File: src/rtl/alu_seq_ctrl.sv
// Multi-cycle ALU sequencer sharing one WIDTH-bit subtractor for SUB/SLT/MIN/DIV.
// Optional ALU_SEQ_STATS_EN adds a saturating completed-operation counter (op_count).
module alu_seq_ctrl #(
   parameter int unsigned WIDTH = 4
) (
   input  logic               clk,
   input  logic               reset,
   input  logic               start,
   input  logic [1:0]         op,
   input  logic [WIDTH-1:0]   a,
   input  logic [WIDTH-1:0]   b,
   output logic               ready,
   output logic               busy,
   output logic               done,
   output logic [2*WIDTH-1:0] y,
   output logic               err
`ifdef ALU_SEQ_STATS_EN
   ,
   output logic [15:0]        op_count
`endif
);

   localparam int unsigned CW = (WIDTH > 1) ? $clog2(WIDTH) : 1;

   localparam logic [1:0] OpSub = 2'b00;
   localparam logic [1:0] OpSlt = 2'b01;
   localparam logic [1:0] OpDiv = 2'b10;
   localparam logic [1:0] OpMin = 2'b11;

   typedef enum logic [1:0] {StIdle, StLoad, StIter, StDone} state_e;

   state_e               state_q, state_d;
   logic [WIDTH-1:0]     a_q, a_d;
   logic [WIDTH-1:0]     b_q, b_d;
   logic [1:0]           op_q, op_d;
   logic [WIDTH-1:0]     r_q, r_d;
   logic [WIDTH-1:0]     q_q, q_d;
   logic [CW-1:0]        cnt_q, cnt_d;
   logic [2*WIDTH-1:0]   y_q, y_d;
   logic                 err_q, err_d;

   logic [WIDTH-1:0]     r_shift;
   logic [WIDTH-1:0]     sub_x;
   logic [WIDTH:0]       diff;
   logic                 bout;
   logic [WIDTH-1:0]     r_nxt;
   logic [WIDTH-1:0]     q_nxt;

   // Shared subtractor: dividend-shifted remainder in ITER, operand A otherwise
   assign r_shift = {r_q[WIDTH-2:0], a_q[cnt_q]};
   assign sub_x   = (state_q == StIter) ? r_shift : a_q;
   assign diff    = {1'b0, sub_x} - {1'b0, b_q};
   assign bout    = diff[WIDTH];

   // Restoring step: keep the shifted remainder when the subtraction borrows
   assign r_nxt = bout ? r_shift : diff[WIDTH-1:0];
   assign q_nxt = {q_q[WIDTH-2:0], ~bout};

   always_comb begin
      state_d = state_q;
      a_d     = a_q;
      b_d     = b_q;
      op_d    = op_q;
      r_d     = r_q;
      q_d     = q_q;
      cnt_d   = cnt_q;
      y_d     = y_q;
      err_d   = err_q;
      unique case (state_q)
         StIdle: begin
            if (start) begin
               a_d     = a;
               b_d     = b;
               op_d    = op;
               state_d = StLoad;
            end
         end
         StLoad: begin
            state_d = StDone;
            err_d   = 1'b0;
            unique case (op_q)
               OpSub: begin
                  y_d                = '0;
                  y_d[WIDTH-1:0]     = diff[WIDTH-1:0];
                  y_d[2*WIDTH-1]     = bout;
               end
               OpSlt: begin
                  y_d                = '0;
                  y_d[2*WIDTH-1]     = bout;
               end
               OpMin: begin
                  y_d = {{WIDTH{1'b0}}, (bout ? a_q : b_q)};
               end
               OpDiv: begin
                  if (b_q == '0) begin
                     y_d   = {a_q, {WIDTH{1'b1}}};
                     err_d = 1'b1;
                  end else begin
                     // err and y stay untouched until the division completes
                     err_d   = err_q;
                     r_d     = '0;
                     q_d     = '0;
                     cnt_d   = CW'(WIDTH - 1);
                     state_d = StIter;
                  end
               end
               default: ;
            endcase
         end
         StIter: begin
            r_d   = r_nxt;
            q_d   = q_nxt;
            cnt_d = cnt_q - 1'b1;
            if (cnt_q == '0) begin
               y_d     = {r_nxt, q_nxt};
               err_d   = 1'b0;
               cnt_d   = '0;
               state_d = StDone;
            end
         end
         StDone: begin
            state_d = StIdle;
         end
         default: begin
            state_d = StIdle;
         end
      endcase
   end

   always_ff @(posedge clk or posedge reset) begin
      if (reset) begin
         state_q <= StIdle;
         a_q     <= '0;
         b_q     <= '0;
         op_q    <= '0;
         r_q     <= '0;
         q_q     <= '0;
         cnt_q   <= '0;
         y_q     <= '0;
         err_q   <= 1'b0;
      end else begin
         state_q <= state_d;
         a_q     <= a_d;
         b_q     <= b_d;
         op_q    <= op_d;
         r_q     <= r_d;
         q_q     <= q_d;
         cnt_q   <= cnt_d;
         y_q     <= y_d;
         err_q   <= err_d;
      end
   end

   assign ready = (state_q == StIdle);
   assign busy  = (state_q == StLoad) || (state_q == StIter);
   assign done  = (state_q == StDone);
   assign y     = y_q;
   assign err   = err_q;

`ifdef ALU_SEQ_STATS_EN
   always_ff @(posedge clk or posedge reset) begin
      if (reset) begin
         op_count <= '0;
      end else if (done && (op_count != 16'hFFFF)) begin
         op_count <= op_count + 16'd1;
      end
   end
`endif

endmodule

File: config.mk
export PLATFORM = sky130hd
export DESIGN_NAME = alu_seq_ctrl
export DESIGN_NICKNAME = d
export VERILOG_FILES = /design/src/rtl/alu_seq_ctrl.sv
export SDC_FILE = /design/constraint.sdc
export NUM_CORES = 1
export LEC_CHECK = 0
export ABC_AREA = 1
export CAP_MARGIN = 20
export CORE_ASPECT_RATIO = 1.2
export CORE_MARGIN = 5
export CORE_UTILIZATION = 50
export DETAILED_ROUTE_END_ITERATION = 12
export PLACE_DENSITY = 0.74
export SKIP_CTS_REPAIR_TIMING = 1
export SLEW_MARGIN = 15
export SYNTH_ARGS = -nofsm -noshare
export SYNTH_HDL_FRONTEND = slang
export SYNTH_SLANG_ARGS = --single-unit
File: constraint.sdc
create_clock -name clk -period 2.9 [get_ports clk]
set_input_delay 0.29 -clock clk [delete_from_list [all_inputs] [get_ports clk]]
set_output_delay 0.29 -clock clk [all_outputs]
set_load 0.1 [all_outputs]
**Word-level counts from Yosys, hierarchy flattened**

Cells that the tools add are included.

- Add/subtract/negate cells: 2
- $mul: 0
- Div/mod/pow operators: 0
- $lt $le $gt $ge: 1
- Eq/ne operators: 11
- Shift operators: 0
- Multiplexer cells: 26
- Bitwise logic cells: 1
- Reduce and logical (&&, ||, !) cells: 10

Operator list:

| operator | number |
|---|---|
| one-hot mux 8 bit (4 select lines) | 1 |
| 2-to-1 mux 8 bit | 2 |
| one-hot mux 8 bit (2 select lines) | 1 |
| 2-to-1 mux 4 bit | 3 |
| one-hot mux 3 bit (2 select lines) | 2 |
| 2-to-1 mux 2 bit | 5 |
| == test 2 bit (second input constant) | 4 |
| one-hot mux 2 bit (4 select lines) | 1 |
| logical NOT 2 bit | 3 |
| 2-to-1 mux 1 bit | 6 |
| 2-to-1 mux 3 bit | 2 |
| AND reduction 3 bit | 2 |
| subtractor 4 x 4 -> 5 bit | 1 |
| == test 2 x 1 -> 1 bit (second input constant) | 2 |
| logical NOT 4 bit | 1 |
| inequality test 2 x 1 -> 1 bit (second input constant) | 2 |
| inequality test 2 bit (second input constant) | 2 |
| one-hot mux 2 bit (2 select lines) | 1 |
| AND reduction 2 bit | 2 |
| < comparator 2 x 3 -> 1 bit (second input constant) | 1 |
| inequality test 3 bit (second input constant) | 1 |
| binary-select mux 1 bit (select 2 bit) | 1 |
| one-hot mux 1 bit (2 select lines) | 1 |
| nonzero test 2 bit | 1 |
| other kinds (3) | 3 |

- Bits in registers: 29
- Latch bits: 0
- Bits in writable memories: 0
- Memory bits (read-only): 0
- Input port bits: 13
- Output and inout bits: 12
- Word-level logic and storage cells: 60
- Memories kept: 0

**Depth between registers and ports, before layout**

- Depth after elaboration: 7
- Depth in mapped cells: 18
- Depth with buffers taken out: 17

**Worst setup path before layout**

OpenSTA, ideal clock, no wires.

- Path kind: flip-flop to flip-flop
- Start: reg state_q[0]
- End: reg y_q[5] (netlist: y[5])
- Arrival: 2353 ps
- Required time: 2777 ps
- Setup slack: 424 ps
- Stages on the path, launching flop included: 15
- Clock period less this slack: 2476 ps
- Cell sequence: dfrtp_1 -> inv_1 -> ha_1 -> buf_2 -> buf_2 -> o21a_1 -> ha_1 -> fa_1 -> inv_1 -> nand3_4 -> nand2_2 -> buf_6 -> a22oi_1 -> o21ai_0 -> nand2_1

- Word-level cells in the longest chain between the ends: 6
- Elaborated cells between the ends (all ways): 11
- Classes of those cells: add/sub (1); eq/ne (4); mux (4); reduce/logical (2)

Ends and longest elaborated chain:

| element | RTL line | RTL |
|---|---|---|
| start, declared | 32 | `state_e state_q, state_d;` |
| start signal, assigned | 132 | `state_q <= StIdle;` |
| start signal, assigned | 142 | `state_q <= state_d;` |
| == test 2 bit | 51, 69 |  |
| 2-to-1 mux 4 bit | 51 | `assign sub_x = (state_q == StIter) ? r_shift : a_q;` |
| subtractor 4 x 4 -> 5 bit | 52 | `assign diff = {1'b0, sub_x} - {1'b0, b_q};` |
| 2-to-1 mux 4 bit | 56 | `assign r_nxt = bout ? r_shift : diff[WIDTH-1:0];` |
| 2-to-1 mux 8 bit | 114 | `if (cnt_q == '0) begin` |
| one-hot mux 8 bit (2 select lines) | 69 | `unique case (state_q)` |
| end signal, assigned | 149 | `y_q <= y_d;` |
| end, declared | 39 | `logic [2*WIDTH-1:0] y_q, y_d;` |

Parallel ways exist; a longest one is shown, timed or not. The select of a mux whose other input is x is not followed.
A chain may end at the register's enable or synchronous reset.

**Worst setup path in the final report**

Same ends and word-level chain as after synthesis.

==> flow_summary_export.csv <==
group,metric,value,unit
synth,ys_seq_area_frac,0.409,
clocking,cts_buffers,5,
placed_design,place_hpwl,2940,um
clocking,cts-htree-levels,2,
timing,hold_violations,0,
synth,syn_area,0.00177,mm2
floorplanning,die_h,75.2,um
route,vias_per_cell,5.08,
outcome,status,"complete, no violations",
finish,drive_gt1_frac,0.155,
timing,setup_viol,0,
global_route,track_usage,0.178,
synth,ys_top_cells_by_area,"dfrtp_1, nand2_1, inv_1",
synth,synth-xor-area-share,0.00494,
placed_design,dp_cells,287,
critical_path,crit_path_start_kind,"flop",
synth,synth_top_area_frac,0.409,
synth,synthCells,228,
synth,yosys_register_bits,29,
global_route,grt_pass1_vias,1449,
global_route,grt_max_degree,30,
synth,synth_mux_area_frac,0.00635,
critical_path,path_class,"flop to flop",
synth,synthAdderAreaFrac,0.0677,
floorplanning,coreArea,0.00340,mm2
global_route,grt_pass1_wl,6450,um
clocking,cts_tree,"done",
synth,synth_nets,250,
finish,synthToLayoutAreaGrowth,20.4,%
synth,syn_avg_cell_area,7.78,um2
finish,fill_cells,330,
synth,synth_compound_area_frac,0.147,
finish,fin_nets,279,
critical_path,worstPathRequired,3.13,ns
placed_design,gp_congestion,0.844,
route,first_iter_violations,67,
route,routed_wl,3880,um
critical_path,r2r_setup_slack,0.24,ns
finish,layout_common_cells,"nand2_1, inv_1, dfrtp_1, o21ai_0, nand3_1",
floorplanning,die_area,0.00484,mm2
global_route,antenna_found_initial,0,
floorplanning,std_cell_rows,23,
clocking,clkTransAtPathRegs,0.07,ns
timing,clock.fmax,375,MHz
clocking,clockBufferDepth,2,
critical_path,cp_num_buf_inv,2,
critical_path,cp_cell_sequence,"inv_1, ha_2, nand2_1, o21a_1, ha_1, fa_1, inv_1, nand3_4, nand2_2, nand2_1, a22oi_1, o21ai_0, nand2_1",
timing,worstMarginPinSlew,0.558,ns
synth,yosys.area_share.simple,0.264,
floorplanning,start_util,0.522,
critical_path,r2r_cells,13,
timing,skew,0.00827,ns
route,wl_per_cell,13.1,um
timing,tns,0,ns
clocking,cts_root_buf,"clkbuf_8",
global_route,overflow,0,
synth,synth_top_family_by_area,"simple AND/OR/NAND/NOR gates",
route,drc_errors,0,
hold_path,hold_path.class,"primary input to asynchronous set/reset pin",
placed_design,io_buffers,24,
flow_run,max_cap_violations,0,
synth,yosysWarnings,0,
timing,drv_slew,0,
timing,period_minus_slack,2.66,ns
timing,relSlewSlack,0.627,
finish,antenna_cells,0,
timing,hold_slack,0.361,ns
finish,final_common_cell,"nand2_1",
critical_path,crit_path_max_incr_delay,0.41,ns
finish,fin_cells,295,
critical_path,rr_endpoint,"y[5]",
route,first_pass_iters,4,
synth,ys_types,31,
critical_path,path_common_cell,"nand2_1",
critical_path,critical-path-top-delay-family,"adder cells",
clocking,clkLatencyLatePin,0.29,ns
critical_path,rr_startpoint,"state_q[0]",
critical_path,worstPathMaxFanout,11,
critical_path,arrival,2.89,ns
timing,grt_setup_unrepaired,"no",
critical_path,slowest_stage,"dfrtp_1",
route,via_count,1500,
floorplanning,ios,25,
route,final_antenna_net_count,0,
clocking,cts.sinks,29,
synth,synth_largest_area_cell,"dfrtp_1",
critical_path,endpoint_kind,"flop",
floorplanning,fp.dieW,64.4,um
timing,timing.final.crit_share,0.919,
-- routing by layer --
metal  routed length, um  share of wire  track usage  up-vias
li1                    -              -            -      788
met1                1720           0.44        0.210      676
met2                1900           0.49        0.306       29
met3                 162          0.042       0.0463        7
met4                  94          0.024       0.0822        0
met5                   0              0            0        -
-- worst max path at each step --
stage	from	end	slack [ns]	cells past startpoint
after global placement	state_q[0]	y[5]	0.35	13
after CTS	state_q[0]	y[5]	0.20	13
after floorplan	state_q[0]	y[5]	0.42	14
final	state_q[0]	y[5]	0.24	13
after global routing	state_q[0]	y[5]	0.06	13
after detailed placement	state_q[0]	y[5]	0.22	13
-- sequential cells by signal (all words and copies together) (netlist names) --
| register | count |
|---|---|
| q_q | 3 |
| y | 8 |
| op_q | 2 |
| a_q | 4 |
| b_q | 4 |
| state_q | 2 |
| r_q | 3 |
| cnt_q | 2 |
| err | 1 |
-- worst min-delay path: stages --
cell	delay [ns]
clkdlybuf4s50_1	0.39
inv_1	0.05
buf_4	0.33
-- final cells by class --
cell class,instances,area [um2],area share
well taps,37,46.3,0.0217
repair buffers,27,233,0.109
clock buffers,7,86.3,0.0404
flip-flops and latches,29,726,0.340
inverters,38,143,0.0668
clock inverters,1,30.0,0.0141
multi-input cells,156,871,0.408
-- cells in the mapped netlist --
cell type / count
a21boi_0: 2
a21boi_2: 1
a21oi_1: 15
a21oi_4: 1
a22oi_1: 1
buf_2: 2
buf_6: 2
clkbuf_1: 1
clkinv_1: 1
dfrtp_1: 29
fa_1: 1
ha_1: 8
inv_1: 35
inv_2: 2
mux2_2: 1
nand2_1: 56
nand2_2: 3
nand3_1: 17
nand3_2: 2
nand3_4: 1
nand3b_1: 2
nand4_2: 1
nor2_1: 15
nor2_4: 2
nor3_1: 2
o21a_1: 1
o21ai_0: 17
o21ai_1: 2
o21ai_2: 3
o22ai_1: 1
xnor2_1: 1
-- per-stage QoR --
step | worst slack (ns) | util | area, um2
after floorplan | 0.424 | - | 1770
after global placement | 0.347 | 0.594 | 2020
after detailed placement | 0.223 | 0.594 | 2020
after CTS | 0.196 | 0.628 | 2130
after global routing | 0.0585 | 0.629 | 2130
final | 0.235 | 0.629 | 2130
-- cells by family after synthesis --
| logic type | Yosys count |
|---|---|
| DFF | 29 |
| AOI/OAI and AO/OA | 44 |
| xor gates and xnor gates | 1 |
| muxes | 1 |
| and+or+nand+nor | 101 |
| adders and majority gates | 9 |
| buffers and inverters | 43 |
Power is not shown: default switching activity piles up to over one toggle a cycle in this logic, so the estimate is an artifact.
